$ cat config.mk
export PLATFORM = sky130hd
export DESIGN_NAME = symbol_seq_tx_flat
export DESIGN_NICKNAME = d
export VERILOG_FILES = /design/src/rtl/symbol_seq_tx_if.sv /design/src/rtl/symbol_seq_tx.sv /design/src/flat_wrapper.sv
export SDC_FILE = /design/constraint.sdc
export NUM_CORES = 1
export LEC_CHECK = 0
export CORE_UTILIZATION = 52
export DETAILED_ROUTE_END_ITERATION = 8
export GPL_TIMING_DRIVEN = 1
export PLACE_DENSITY = 0.84
export SLEW_MARGIN = 20
export SYNTH_ARGS = -nofsm -noshare
export SYNTH_HDL_FRONTEND = slang
export SYNTH_SLANG_ARGS = --single-unit
$ cat constraint.sdc
create_clock -name clk -period 2.6 [get_ports clk]
set_input_delay 0.39 -clock clk [delete_from_list [all_inputs] [get_ports clk]]
set_output_delay 0.39 -clock clk [all_outputs]
set_load 0.1 [all_outputs]
$ cat src/rtl/symbol_seq_tx_if.sv
// Bus between the symbol sequence transmitter and whatever drives/observes it.
// The master side issues start/sequence/repeat/hold; the slave side returns the symbol stream.
interface symbol_seq_tx_if #(
    parameter int SYM_W   = 4,
    parameter int SEQ_LEN = 4,
    parameter int CNT_W   = 4
) ();
    logic                     start_i;
    logic [SYM_W*SEQ_LEN-1:0] seq_i;
    logic [CNT_W-1:0]         rep_i;
    logic                     hold_i;
    logic [SYM_W-1:0]         data_o;
    logic                     valid_o;
    logic                     busy_o;
    logic                     done_o;

    modport master (
        output start_i, seq_i, rep_i, hold_i,
        input  data_o, valid_o, busy_o, done_o
    );

    modport slave (
        input  start_i, seq_i, rep_i, hold_i,
        output data_o, valid_o, busy_o, done_o
    );
endinterface

$ cat src/rtl/symbol_seq_tx.sv
// Symbol sequence transmitter: sends a latched SEQ_LEN-symbol sequence rep_i times,
// one symbol per cycle, with GAP idle cycles between repetitions and a done pulse at the end.
module symbol_seq_tx #(
    parameter int SYM_W   = 4,
    parameter int SEQ_LEN = 4,
    parameter int GAP     = 2,
    parameter int CNT_W   = 4
) (
    input  logic           clk,
    input  logic           rst,
    symbol_seq_tx_if.slave bus
);
    localparam int IDX_W = (SEQ_LEN > 1) ? $clog2(SEQ_LEN) : 1;
    localparam int GAP_W = (GAP > 1) ? $clog2(GAP) : 1;
    localparam logic [IDX_W-1:0] IDX_LAST = IDX_W'(SEQ_LEN - 1);
    localparam logic [GAP_W-1:0] GAP_LAST = GAP_W'((GAP > 0) ? GAP - 1 : 0);

    typedef enum logic [1:0] {
        ST_IDLE,
        ST_SEND,
        ST_GAP,
        ST_DONE
    } state_t;

    state_t                   state;
    logic [SYM_W*SEQ_LEN-1:0] seq_q;
    logic [IDX_W-1:0]         sym_idx;
    logic [CNT_W-1:0]         rep_cnt;
    logic [GAP_W-1:0]         gap_cnt;
    logic [SYM_W-1:0]         data_q;
    logic                     valid_q;
    logic                     busy_q;
    logic                     done_q;

    logic [IDX_W-1:0]         idx_nxt;
    logic [CNT_W-1:0]         rep_dec;
    logic [SYM_W-1:0]         sym_first;
    logic [SYM_W-1:0]         sym_next;

    always_comb begin
        idx_nxt   = sym_idx + 1'b1;
        rep_dec   = rep_cnt - 1'b1;
        sym_first = seq_q[SYM_W-1:0];
        sym_next  = seq_q[idx_nxt*SYM_W +: SYM_W];
    end

    always_ff @(posedge clk) begin
        if (rst) begin
            state   <= ST_IDLE;
            sym_idx <= '0;
            rep_cnt <= '0;
            gap_cnt <= '0;
            data_q  <= '0;
            valid_q <= 1'b0;
            busy_q  <= 1'b0;
            done_q  <= 1'b0;
        end else begin
            case (state)
                ST_IDLE: begin
                    if (bus.start_i) begin
                        seq_q   <= bus.seq_i;
                        rep_cnt <= bus.rep_i;
                        sym_idx <= '0;
                        gap_cnt <= '0;
                        busy_q  <= 1'b1;
                        if (bus.rep_i != '0) begin
                            state   <= ST_SEND;
                            data_q  <= bus.seq_i[SYM_W-1:0];
                            valid_q <= 1'b1;
                        end else begin
                            state  <= ST_DONE;
                            done_q <= 1'b1;
                        end
                    end
                end
                ST_SEND: begin
                    if (!bus.hold_i) begin
                        if (sym_idx == IDX_LAST) begin
                            rep_cnt <= rep_dec;
                            if (rep_dec == '0) begin
                                state   <= ST_DONE;
                                done_q  <= 1'b1;
                                valid_q <= 1'b0;
                                data_q  <= '0;
                            end else if (GAP == 0) begin
                                sym_idx <= '0;
                                data_q  <= sym_first;
                            end else begin
                                state   <= ST_GAP;
                                gap_cnt <= '0;
                                valid_q <= 1'b0;
                                data_q  <= '0;
                            end
                        end else begin
                            sym_idx <= idx_nxt;
                            data_q  <= sym_next;
                        end
                    end
                end
                ST_GAP: begin
                    if (!bus.hold_i) begin
                        if (gap_cnt == GAP_LAST) begin
                            state   <= ST_SEND;
                            sym_idx <= '0;
                            data_q  <= sym_first;
                            valid_q <= 1'b1;
                        end else begin
                            gap_cnt <= gap_cnt + 1'b1;
                        end
                    end
                end
                ST_DONE: begin
                    state  <= ST_IDLE;
                    done_q <= 1'b0;
                    busy_q <= 1'b0;
                end
                default: state <= ST_IDLE;
            endcase
        end
    end

    // A stall must blank valid in the very cycle hold_i is high while the symbol stays
    // on data_o, so valid is the registered flag masked by the live hold input.
    assign bus.data_o  = data_q;
    assign bus.valid_o = valid_q & ~bus.hold_i;
    assign bus.busy_o  = busy_q;
    assign bus.done_o  = done_q;
endmodule

$ cat src/flat_wrapper.sv
// flat-port wrapper written by rule: the top's interface ports become plain ports
module symbol_seq_tx_flat 
#(
    parameter int SYM_W   = 4,
    parameter int SEQ_LEN = 4,
    parameter int GAP     = 2,
    parameter int CNT_W   = 4
)
  (clk, rst, bus_start_i, bus_seq_i, bus_rep_i, bus_hold_i, bus_data_o, bus_valid_o, bus_busy_o, bus_done_o);
  symbol_seq_tx_if #(.SYM_W(SYM_W), .SEQ_LEN(SEQ_LEN), .CNT_W(CNT_W)) bus_i ();
  input  logic clk;
  input  logic rst;
  input wire logic [$bits(bus_i.start_i)-1:0] bus_start_i;
  input wire logic [$bits(bus_i.seq_i)-1:0] bus_seq_i;
  input wire logic [$bits(bus_i.rep_i)-1:0] bus_rep_i;
  input wire logic [$bits(bus_i.hold_i)-1:0] bus_hold_i;
  output wire logic [$bits(bus_i.data_o)-1:0] bus_data_o;
  output wire logic [$bits(bus_i.valid_o)-1:0] bus_valid_o;
  output wire logic [$bits(bus_i.busy_o)-1:0] bus_busy_o;
  output wire logic [$bits(bus_i.done_o)-1:0] bus_done_o;
  assign bus_i.start_i = bus_start_i;
  assign bus_i.seq_i = bus_seq_i;
  assign bus_i.rep_i = bus_rep_i;
  assign bus_i.hold_i = bus_hold_i;
  assign bus_data_o = bus_i.data_o;
  assign bus_valid_o = bus_i.valid_o;
  assign bus_busy_o = bus_i.busy_o;
  assign bus_done_o = bus_i.done_o;
  symbol_seq_tx #(.SYM_W(SYM_W), .SEQ_LEN(SEQ_LEN), .GAP(GAP), .CNT_W(CNT_W)) u_core (.clk(clk), .rst(rst), .bus(bus_i));
endmodule
==> run_results.csv <==
group,metric,value,unit
clocking,cts_setup_buffers,0,
global_routing,grt_pass1_vias,1300,
synthesis,yosys.area.top_type,"edfxtp_1",
detailed_routing,drt_iter0_markers,98,
timing,tns,0,ps
synthesis,yosys_warnings,0,
timing,min_period_over_period,87.3,%
worst_setup_path,r2r_start,"u_core.state[0]$_SDFFE_PP0P_",
floorplan,die_area,3510,um^2
detailed_routing,drtPass1Iterations,4,
synthesis,synthSimpleGateAreaFrac,17.1,%
pwr,peakVddDrop,655,uV
clocking,numCtsBuffers,5,
timing,slew_violations,0,
synthesis,yosys.area.top_type_share,28.2,%
finish,finalNetCount,224,
detailed_routing,ant_nets,0,
synthesis,synth_compound_area_share,19.3,%
worst_setup_path,critPathBufInv,1,
clocking,clockBufferDepth,2,
synthesis,async_reset_ff_share,0,%
detailed_routing,vias,1388,
worst_setup_path,end_kind,"flip-flop",
synthesis,seq_area_frac_synth,47.1,%
worst_setup_path,cp_top_family,"simple AND/OR/NAND/NOR gates",
worst_setup_path,rrSetupSlack,330,ps
synthesis,yosys_register_bits,32,
clocking,clk_latency,340,ps
job,maxCapViolCount,0,
finish,final_cell_mix,"clkdlybuf4s50_1, nor2_1, dfxtp_1, edfxtp_1, a21oi_1",
floorplan,die_w,59.2,um
floorplan,num_rows,20,
worst_setup_path,crit_fanout,11,
synthesis,netlist_area,1700,um^2
global_routing,track_usage,22.9,%
timing,worstMarginPinSlew,415,ps
pwr,p_per_area,1170,nW/um^2
worst_setup_path,cpPeakStageDelay,630,ps
detailed_routing,wl_per_cell,14.9,um
timing,finClkSkew,9.20,ps
floorplan,initial_core_util,55.3,%
worst_setup_path,crit_arrival,2530,ps
floorplan,pin_count,31,
min_path,whs_endpoint,"u_core.valid_q$_SDFFE_PP0P_",
floorplan,core,3080,um^2
timing,setup_violations,0,
pwr,finalPower,2.45,mW
global_routing,grt_overflow,0,
clocking,cts_resized,0,
place,dp_slack,405,ps
clocking,cts_num_sinks,32,
place,post-dp-hpwl,2680,um
worst_setup_path,rr_worst_depth,6,
synthesis,yosysUniqueCellTypes,45,
global_routing,grt_pass1_wl,5910,um
worst_setup_path,path_class,"reg2reg",
min_path,hold_depth,2,
worst_setup_path,path_cells,"inv_1 -> ha_1 -> o21ai_4 -> nand4_1 -> or4_1 -> a21oi_1",
worst_setup_path,cp.required,2860,ps
finish,nFillCells,244,
outcome,outcome,"finished, final reports clean",
floorplan,die-height,59.2,um
place,port_buffers,30,
synthesis,synth_edf_count,16,
clocking,clockRootBuffer,"clkbuf_4",
pwr,p_leak,0.759,nW
finish,regArea,801,um^2
timing,fin_ws,330,ps
finish,final_common_cell,"clkdlybuf4s50_1",
timing,hold_violations,0,
synthesis,muxShareOfSynthArea,7.21,%
clocking,h-tree-depth,2,
timing,max_freq,441,MHz
finish,multi_input_area,830,um^2
place,gp_congestion,0.959,
timing,grt_setup_unrepaired,"no",
detailed_routing,routed_wl,3540,um
clocking,clk_pin_slew,100,ps
synthesis,synth_area_leaders,"edfxtp_1, dfxtp_1, ha_1",
synthesis,yosys.area_share.adder,5.15,%
synthesis,syn-num-nets,190,
synthesis,synth_xor_xnor_area_share,0,%
worst_setup_path,crit_path_start_kind,"flip-flop",
synthesis,synth_area_per_cell,10.7,um^2
synthesis,synth_top_family_by_area,"compound AO/OA/AOI/OAI gates",
worst_setup_path,reg2reg_to,"u_core.bus.data_o[3]$_SDFFE_PP0P_",
global_routing,antenna_found_initial,0,
min_path,hp-class,"reg2reg",
finish,fin_util,68.3,%
min_path,worstHoldStart,"u_core.valid_q$_SDFFE_PP0P_",
detailed_routing,via_per_inst,5.83,
clocking,cts_tree,"built",
timing,relSlewSlack,72.3,%
worst_setup_path,cpMaxStageDelayCell,"or4_1",
place,place_area,2040,um^2
finish,antenna_cells,0,
finish,area_growth,23.5,%
clocking,holdBufCountCts,0,
synthesis,syn_inst,159,
detailed_routing,drc_errors,0,
global_routing,grt_max_degree,17,
finish,layout-drive-gt1-share,12.9,%
synthesis,synthFlopType,"edfxtp_1",
timing,post-route-min-period,2270,ps
finish,postLayoutCellArea,2100,um^2
-- state kept, by name (all words and copies together), names as in the netlist --
name / cells
u_core.sym_idx: 2
u_core.valid_q: 1
u_core.state: 2
u_core.bus.done_o: 1
u_core.rep_cnt: 4
u_core.bus.data_o: 4
u_core.seq_q: 16
u_core.bus.busy_o: 1
u_core.gap_cnt: 1
-- layout make-up --
class / count / area share [%]
flip-flops and latches: 32 / 38.1
repair buffers: 34 / 15.5
clock inverters: 3 / 0.893
multi-input cells: 111 / 39.5
inverters: 9 / 1.61
clock buffers: 5 / 1.79
well taps: 44 / 2.62
-- power by group --
part | switching [mW] | internal [mW] | total (mW)
Combinational | 0.891 | 0.505 | 1.40
Clock | 0.175 | 0.104 | 0.278
Sequential | 0.105 | 0.670 | 0.775
-- synth_stat cells, drive strengths merged, types with 2 or more instances --
cell / instances
a211oi: 3
a21oi: 12
a221oi: 7
buf: 3
clkbuf: 4
dfxtp: 16
edfxtp: 16
ha: 7
inv: 9
mux4: 4
nand2: 5
nand2b: 6
nand3: 3
nand3b: 2
nor2: 16
nor2b: 5
nor3: 2
nor4: 3
o21ai: 10
o31ai: 3
o41a: 2
or2b: 2
or4: 4
-- cell families (layout without fill, tap and decap cells) --
logic type      count (synthesis)  count (layout)
flops                          32              32
simple gates                   53              53
buf+inv                        16              51
compound gates                 45              45
fa+ha+maj                       7               7
mux                             6               6
-- stage by stage --
step,hold slack [ps],instances
after global routing,515,238
after CTS,490,238
after global placement,464,230
final,483,238
after detailed placement,474,230
after floorplan,439,159
-- worst max path at each step --
stage / to / slack, ps / startpoint / cells past startpoint
6_report: u_core.bus.data_o[3]$_SDFFE_PP0P_ / 330 / u_core.state[0]$_SDFFE_PP0P_ / 6
5_1_grt: u_core.bus.data_o[3]$_SDFFE_PP0P_ / 140 / u_core.state[0]$_SDFFE_PP0P_ / 6
4_1_cts: u_core.bus.data_o[3]$_SDFFE_PP0P_ / 360 / u_core.state[0]$_SDFFE_PP0P_ / 6
3_5_place_dp: u_core.bus.data_o[2]$_SDFFE_PP0P_ / 400 / bus_start_i / 5
3_3_place_gp: u_core.bus.done_o$_SDFFE_PP0P_ / 420 / bus_rep_i[2] / 5
2_1_floorplan: bus_valid_o / 480 / bus_hold_i / 1
-- worst reg2reg max path: stages (launching register included) --
cell and delay [ps]:
dfxtp_1 440, inv_1 90, ha_1 340, o21ai_4 220, nand4_1 320, or4_1 630, a21oi_1 170
-- per-layer routing --
metal	wire length, um	vias to the layer above	GRT usage, %
li1	-	678	-
met1	1480	652	28.1
met2	1810	52	38.2
met3	203	6	4.80
met4	46	0	11.2
met5	0	-	0
Note: power is estimated with default switching activity, not from simulation.
